===== src/rtl/spi_host_master.sv =====
// spi_host_master: SPI mode-0 host (MSB first) issuing single-byte register writes and 1..256-byte burst reads.
// Define SPI_HOST_INT_EN to add the synchronized int0 capture (int_i / int_clr / int_pend).
module spi_host_master #(
  parameter int unsigned CLK_DIV = 4
) (
  input  logic       clk,
  input  logic       reset_n,
  input  logic       cmd_valid,
  output logic       cmd_ready,
  input  logic       cmd_rd,
  input  logic [6:0] cmd_addr,
  input  logic [7:0] cmd_wdata,
  input  logic [7:0] cmd_len,
  output logic       rd_valid,
  output logic [7:0] rd_data,
  output logic       done,
  output logic       busy,
  output logic       ss_o,
  output logic       sck_o,
  output logic       mosi_o,
  input  logic       miso_i
`ifdef SPI_HOST_INT_EN
  ,
  input  logic       int_i,
  input  logic       int_clr,
  output logic       int_pend
`endif
);

  localparam int unsigned CNT_W = 8;
  localparam int unsigned BYTE_CNT_W = 9;
  localparam logic [CNT_W-1:0] RELOAD = CNT_W'(CLK_DIV - 1);

  typedef enum logic [2:0] {
    ST_IDLE,
    ST_SETUP,
    ST_SHIFT,
    ST_HOLD,
    ST_GAP
  } state_t;

  state_t                state;
  logic [CNT_W-1:0]      cnt;
  logic [2:0]            bit_idx;
  logic [BYTE_CNT_W-1:0] bytes_left;
  logic [7:0]            tx_sh;
  logic [7:0]            rx_sh;
  logic [7:0]            wbyte;
  logic                  is_rd;
  logic                  first_byte;
  logic                  last;
  logic                  rd_pend;

  // Frame sequencer: SCK generation, shifting and handshake outputs.
  always_ff @(posedge clk) begin
    if (!reset_n) begin
      state      <= ST_IDLE;
      cnt        <= '0;
      bit_idx    <= '0;
      bytes_left <= '0;
      tx_sh      <= '0;
      rx_sh      <= '0;
      wbyte      <= '0;
      is_rd      <= 1'b0;
      first_byte <= 1'b0;
      last       <= 1'b0;
      rd_pend    <= 1'b0;
      cmd_ready  <= 1'b1;
      busy       <= 1'b0;
      ss_o       <= 1'b1;
      sck_o      <= 1'b0;
      mosi_o     <= 1'b0;
      rd_valid   <= 1'b0;
      rd_data    <= '0;
      done       <= 1'b0;
    end else begin
      done     <= 1'b0;
      rd_valid <= 1'b0;
      if (rd_pend) begin
        rd_valid <= 1'b1;
        rd_data  <= rx_sh;
        rd_pend  <= 1'b0;
      end

      case (state)
        ST_IDLE: begin
          if (cmd_valid) begin
            is_rd      <= cmd_rd;
            tx_sh      <= {cmd_rd, cmd_addr};
            wbyte      <= cmd_wdata;
            bytes_left <= cmd_rd ? (BYTE_CNT_W'(cmd_len) + BYTE_CNT_W'(1)) : BYTE_CNT_W'(1);
            bit_idx    <= '0;
            first_byte <= 1'b1;
            last       <= 1'b0;
            cnt        <= RELOAD;
            cmd_ready  <= 1'b0;
            busy       <= 1'b1;
            ss_o       <= 1'b0;
            mosi_o     <= cmd_rd;
            state      <= ST_SETUP;
          end
        end

        ST_SETUP: begin
          if (cnt == '0) begin
            sck_o <= 1'b1;
            rx_sh <= {rx_sh[6:0], miso_i};
            cnt   <= RELOAD;
            state <= ST_SHIFT;
          end else begin
            cnt <= cnt - CNT_W'(1);
          end
        end

        ST_SHIFT: begin
          if (cnt != '0) begin
            cnt <= cnt - CNT_W'(1);
          end else begin
            cnt <= RELOAD;
            if (!sck_o) begin
              // End of a low half-period: rise, or leave after the trailing low half of the last bit.
              if (last) begin
                state <= ST_HOLD;
              end else begin
                sck_o <= 1'b1;
                rx_sh <= {rx_sh[6:0], miso_i};
                if (bit_idx == 3'd7 && is_rd && !first_byte) begin
                  rd_pend <= 1'b1;
                end
              end
            end else begin
              sck_o <= 1'b0;
              if (bit_idx == 3'd7) begin
                bit_idx <= '0;
                if (bytes_left == '0) begin
                  mosi_o <= 1'b0;
                  last   <= 1'b1;
                end else begin
                  bytes_left <= bytes_left - BYTE_CNT_W'(1);
                  first_byte <= 1'b0;
                  tx_sh      <= is_rd ? 8'h00 : wbyte;
                  mosi_o     <= ~is_rd & wbyte[7];
                end
              end else begin
                bit_idx <= bit_idx + 3'd1;
                tx_sh   <= {tx_sh[6:0], 1'b0};
                mosi_o  <= tx_sh[6];
              end
            end
          end
        end

        ST_HOLD: begin
          if (cnt == '0) begin
            ss_o  <= 1'b1;
            done  <= 1'b1;
            cnt   <= RELOAD;
            state <= ST_GAP;
          end else begin
            cnt <= cnt - CNT_W'(1);
          end
        end

        ST_GAP: begin
          busy <= 1'b0;
          if (cnt == '0) begin
            cmd_ready <= 1'b1;
            state     <= ST_IDLE;
          end else begin
            cnt <= cnt - CNT_W'(1);
          end
        end

        default: begin
          state     <= ST_IDLE;
          cmd_ready <= 1'b1;
          busy      <= 1'b0;
          ss_o      <= 1'b1;
          sck_o     <= 1'b0;
          mosi_o    <= 1'b0;
        end
      endcase
    end
  end

`ifdef SPI_HOST_INT_EN
  logic [2:0] int_sync;

  // Two-flop synchronizer plus edge detect; a new edge beats a simultaneous clear.
  always_ff @(posedge clk) begin
    if (!reset_n) begin
      int_sync <= '0;
      int_pend <= 1'b0;
    end else begin
      int_sync <= {int_sync[1:0], int_i};
      if (int_sync[1] && !int_sync[2]) begin
        int_pend <= 1'b1;
      end else if (int_clr) begin
        int_pend <= 1'b0;
      end
    end
  end
`endif

endmodule


===== config.mk =====
export PLATFORM = sky130hd
export DESIGN_NAME = spi_host_master
export DESIGN_NICKNAME = d
export VERILOG_FILES = /design/src/rtl/spi_host_master.sv
export SDC_FILE = /design/constraint.sdc
export NUM_CORES = 1
export LEC_CHECK = 0
export CAP_MARGIN = 10
export CORE_ASPECT_RATIO = 1.5
export CORE_MARGIN = 10
export CORE_UTILIZATION = 50
export DETAILED_ROUTE_END_ITERATION = 6
export GPL_ROUTABILITY_DRIVEN = 0
export PLACE_DENSITY = 0.72
export SKIP_CTS_REPAIR_TIMING = 1
export SLEW_MARGIN = 0
export SYNTH_ARGS = -nofsm -noshare
export SYNTH_HDL_FRONTEND = slang
export SYNTH_SLANG_ARGS = --single-unit

===== constraint.sdc =====
create_clock -name clk -period 2.65 [get_ports clk]
set_input_delay 0.3975 -clock clk [delete_from_list [all_inputs] [get_ports clk]]
set_output_delay 0.3975 -clock clk [all_outputs]
set_load 0.02 [all_outputs]

; Yosys cells after proc, flatten, opt, wreduce, memory -nomap -nowiden
; Cells that the tools add are included.
[word_totals]
register_bits = 65
input_bits = 28
output_inout_bits = 15
elab_cells = 146
[classes]
addsub = 4
n_eq_ne = 19
n_mux = 66
bitwise_logic = 8
n_reduce_logical = 30
[ops]
columns = cell, count
row1 = 2-to-1 mux 8 bit, 8
row2 = 2-to-1 mux 9 bit, 6
row3 = 2-to-1 mux 7 bit, 6
row4 = 2-to-1 mux 3 bit, 11
row5 = case mux 8 bit (4 select lines), 1
row6 = != test 2 bit (second input constant), 13
row7 = 2-to-1 mux 1 bit, 22
row8 = case mux 9 bit (2 select lines), 1
row9 = case mux 8 bit (2 select lines), 1
row10 = case mux 3 bit (5 select lines), 1
row11 = case mux 7 bit (2 select lines), 1
row12 = case mux 1 bit (3 select lines), 4
row13 = AND reduction 3 bit, 4
row14 = AND reduction 6 bit, 2
row15 = OR reduction 3 bit, 4
row16 = AND reduction 5 bit, 2
row17 = adder 8 x 1 -> 9 bit (second input constant), 1
row18 = zero test 9 bit, 1
row19 = subtractor 9 x 1 -> 9 bit (second input constant), 1
row20 = zero test 8 bit, 1
row21 = AND reduction 4 bit, 2
row22 = nonzero test 8 bit, 1
row23 = subtractor 8 x 1 -> 8 bit (second input constant), 1
row24 = NOT 1 bit, 7
row25 = other kinds (17), 25

; Logic depth before layout (Yosys ltp)
[depth]
ltp_word = 7
ltp_mapped = 9
depth_no_buf = 7

; Worst setup path before layout
; No wires, ideal clock.
[synth_path]
path_type = register -> register
start = register bytes_left[0]
end = register tx_sh[0]
setup_ns = 0.116
arrival_ns = 1.957
required_time_ns = 2.534
path_slack_ns = 0.576
stages_incl_launch_ff = 8
n_path_buf = 1
period_less_slack_ns = 2.074
path_cell_list = dfxtp_1 > inv_1 > ha_1 > or3b_2 > clkbuf_1 > nor3_1 > a32oi_2 > o211a_1
[synth_between]
elab_chain_cells = 3
[synth_rtl]
columns = item, line
row1 = "start, declared", 45  ; logic [BYTE_CNT_W-1:0] bytes_left;
row2 = "start signal, assigned", 91  ; bytes_left <= cmd_rd ? (BYTE_CNT_W'(cmd_len) + BYTE_CNT_W'(1)) : BYTE_CNT_W'(1);
row3 = "start signal, assigned", 139  ; bytes_left <= bytes_left - BYTE_CNT_W'(1);
row4 = zero test 9 bit, 135  ; if (bytes_left == '0) begin
row5 = != test 3 bit (no source line), -
row6 = AND reduction 5 bit (no source line), -
row7 = "end signal, assigned", 89  ; tx_sh <= {cmd_rd, cmd_addr};
row8 = "end signal, assigned", 141  ; tx_sh <= is_rd ? 8'h00 : wbyte;
row9 = "end signal, assigned", 146  ; tx_sh <= {tx_sh[6:0], 1'b0};
row10 = "end, declared", 46  ; logic [7:0] tx_sh;
; Every way passes these cells.
; A chain may end at the register's enable or synchronous reset.

; Final worst setup path
[layout_path]
start = register bytes_left[0]
end = register tx_sh[6]
; Same word-level chain as after synthesis.

==> results.py <==
metrics = {
    "run_status": {
        "status": "complete, no violations",
    },
    "drt": {
        "dr_total_vias": 2831,
        "drt-initial-drc-count": 129,
        "drc": 0,
        "viasPerCell": 5.628,
        "ant_nets": 0,
        "finalWirelength_um": 7405,
        "post_drt_wl_per_cell_um": 14.72,
        "first_pass_iters": 4,
    },
    "synthesis": {
        "yosysSeqAreaShare_pct": 39.39,
        "synth.most_common_cell": "dfxtp_1",
        "synth_top_area_share_pct": 39.39,
        "synth_simple_gate_area_share_pct": 26.67,
        "synthesis.nets": 414,
        "yosys-top-cells-count": "dfxtp_1 (65), nand2_1 (43), nor2_1 (28)",
        "synthMuxAreaShare_pct": 6.970,
        "synth_compound_area_share_pct": 18.03,
        "synthXorXnorAreaFrac_pct": 3.182,
        "syn_inst": 381,
        "synth_fa_ha_area_share_pct": 1.894,
        "synth.avg_cell_area_um2": 8.670,
        "synthArstFlopShare_pct": 0,
        "synth_top_area_cell": "dfxtp_1",
        "synth_cell_type_count": 55,
        "ys.flop_type": "dfxtp_1",
        "synth_area_leaders": "dfxtp_1 (39%), mux2i_1 (7.0%), nand2_1 (4.9%)",
        "yosys_warnings": 0,
        "ys_ff_latch": 65,
        "synth_top_family_by_area": "simple AND/OR/NAND/NOR gates",
        "synth_area_mm2": 0.003303,
        "synth-edff-count": 0,
    },
    "worst_setup_path": {
        "startpoint": "bytes_left[0]$_SDFFE_PN0P_",
        "r2r-start": "bytes_left[0]$_SDFFE_PN0P_",
        "cp-end-kind": "flop",
        "required_ns": 2.88,
        "path_max_fanout": 8,
        "cp-start-kind": "flop",
        "worst_ep_arrival_time_ns": 2.56,
        "crit_type": "reg2reg",
    },
    "clock_network": {
        "cts.sinks": 65,
        "clock_tree.root_cell": "clkbuf_8",
        "clkTransAtPathRegs_ns": 0.07,
        "cts_tree": "built",
        "insertion_delay_ns": 0.34,
        "cts_made_buffers": 9,
        "clockBufferDepth": 2,
        "h-tree-depth": 3,
    },
    "timing": {
        "fmax_ghz": 0.4307,
        "setup_violations": 0,
        "finalMaxSlewViolations": 0,
        "timing.final.crit_share_pct": 87.62,
        "setup-tns-final_ns": 0,
        "fin_ws_ns": 0.3280,
        "max_slew_margin_pct": 52.59,
        "hold_viol_final": 0,
        "tightest_slew_ns": 0.7102,
        "layout_min_cycle_time_ns": 2.322,
        "finClkSkew_ns": 0.006769,
        "rsz0062_at_grt": "no",
    },
    "run": {
        "maxCapViolCount": 0,
    },
    "global_routing": {
        "grt_max_degree": 24,
        "grt_pass1_wl_um": 12950,
        "grt_pass1_vias": 2811,
        "grt_overflow": 0,
        "grtUsageTotal_pct": 14.97,
        "grt_antenna_before_repair": 0,
    },
    "placed_design": {
        "post-place-ws_ns": 0.3564,
        "hpwl_um": 5645,
        "place_area_mm2": 0.003811,
        "port_buffers": 42,
    },
    "hold_path": {
        "min-delay-start": "first_byte$_SDFFE_PN0P_",
        "hold_path_class": "reg2reg",
    },
    "floorplanning": {
        "ios": 43,
        "die_y_um": 119.5,
        "die_w_um": 86.37,
        "die_area_mm2": 0.01032,
        "core_mm2": 0.006486,
        "row_count": 36,
        "initial_core_util_pct": 50.93,
    },
    "layout": {
        "drive_gt1_share_pct": 9.836,
        "syn_to_final_growth_pct": 21.33,
        "fin_nets": 455,
        "utilization_pct": 61.79,
        "diodes": 0,
        "final_cell_area_mm2": 0.004008,
    },
    "pwr": {
        "power.density_mw_per_mm2": 746.1,
        "ir_drop_mv": 0.3568,
        "finalPower_w": 0.002990,
        "cellLeakagePower_nw": 1.443,
    },
}
==> placed cells by master, fill, tap and decap left out, types with 3 or more instances in the layout <==
cell type        netlist  layout
nor4b_1                3       3
nand4_1                6       6
o21a_1                 4       4
nand3b_1               7       7
inv_1                  8       8
xnor2_1                7       7
o21ai_0               16      16
o211ai_1               3       3
a21oi_1               10      10
mux2i_1               23      23
o31ai_1                3       3
a21boi_0              16      16
nand2b_1               9       9
o211a_1                3       3
and2_1                 4       4
nor2_1                28      28
dfxtp_1               65      65
ha_1                   5       5
buf_4                  1      12
clkdlybuf4s50_1        0      42
a31oi_1                9       9
nor2b_1               22      22
nor3_1                 7       7
or4_1                  3       3
nand3_1               12      12
a31o_2                 3       3
nand2_1               43      43
xor2_1                 5       5
clkbuf_8               0      10
==> layout make-up <==
| type | instances | area (µm²) |
|---|---|---|
| timing repair buffer | 54 | 510.5 |
| inverter | 8 | 30.03 |
| clock buffer | 11 | 141.4 |
| clock inverter | 5 | 55.05 |
| multi-input combinational | 284 | 1874 |
| sequential | 65 | 1301 |
| fill | 608 | 2479 |
| tap | 76 | 95.09 |
==> stage by stage <==
| step | hold slack (ns) | std cells |
|---|---|---|
| global placement | 0.4379 | 487 |
| CTS | 0.4491 | 503 |
| finish | 0.4563 | 503 |
| floorplan | 0.3981 | 381 |
| detailed placement | 0.4396 | 487 |
| global route | 0.4507 | 503 |
==> cell families (layout without fill, tap and decap cells) <==
family                     Yosys count  after routing
xor gates and xnor gates            12             12
buffers and inverters               32             78
and+or+nand+nor                    160            160
AOI/OAI and AO/OA                   84             84
adders and majority gates            5              5
DFF                                 65             65
muxes                               23             23
==> routing by layer <==
| layer | global-route usage [%] | vias up | wire length, µm |
|---|---|---|---|
| li1 | - | 1439 | - |
| met1 | 16.61 | 1318 | 3144 |
| met2 | 25.56 | 54 | 3766 |
| met3 | 2.979 | 20 | 281 |
| met4 | 8.638 | 0 | 212 |
| met5 | 0 | - | 0 |
==> where the power goes <==
group	total (W)	internal (W)	switching [W]
Combinational	0.000931	0.000413	0.000518
Clock	0.000835	0.000457	0.000378
Sequential	0.00122	0.00109	0.000131
Total	0.00299	0.00196	0.00103
==> worst max-delay path, stage by stage (launching register included) <==
cell and delay (ns):
dfxtp_1 0.34, inv_1 0.06, ha_1 0.16, or3b_2 0.53, nor3_1 0.45, a32oi_2 0.36
mux2i_1 0.25, nor2b_1 0.06
==> flip-flops by register name (all words and copies together) (netlist names), 3 cells and up <==
register	flops
rx_sh	8
wbyte	8
cnt	8
rd_data	8
tx_sh	7
bit_idx	3
state	3
bytes_left	9
==> path summary, 6_finish.rpt <==
kind	end	slack [ns]	cells past startpoint
hold reg to reg	rd_pend$_SDFF_PP0_	0.46	1
hold / removal	rd_pend$_SDFF_PP0_	0.46	1
setup reg to reg	tx_sh[6]$_SDFFE_PN0P_	0.33	7
setup / recovery	tx_sh[6]$_SDFFE_PN0P_	0.33	7
Power figures use the tool's default switching activity.
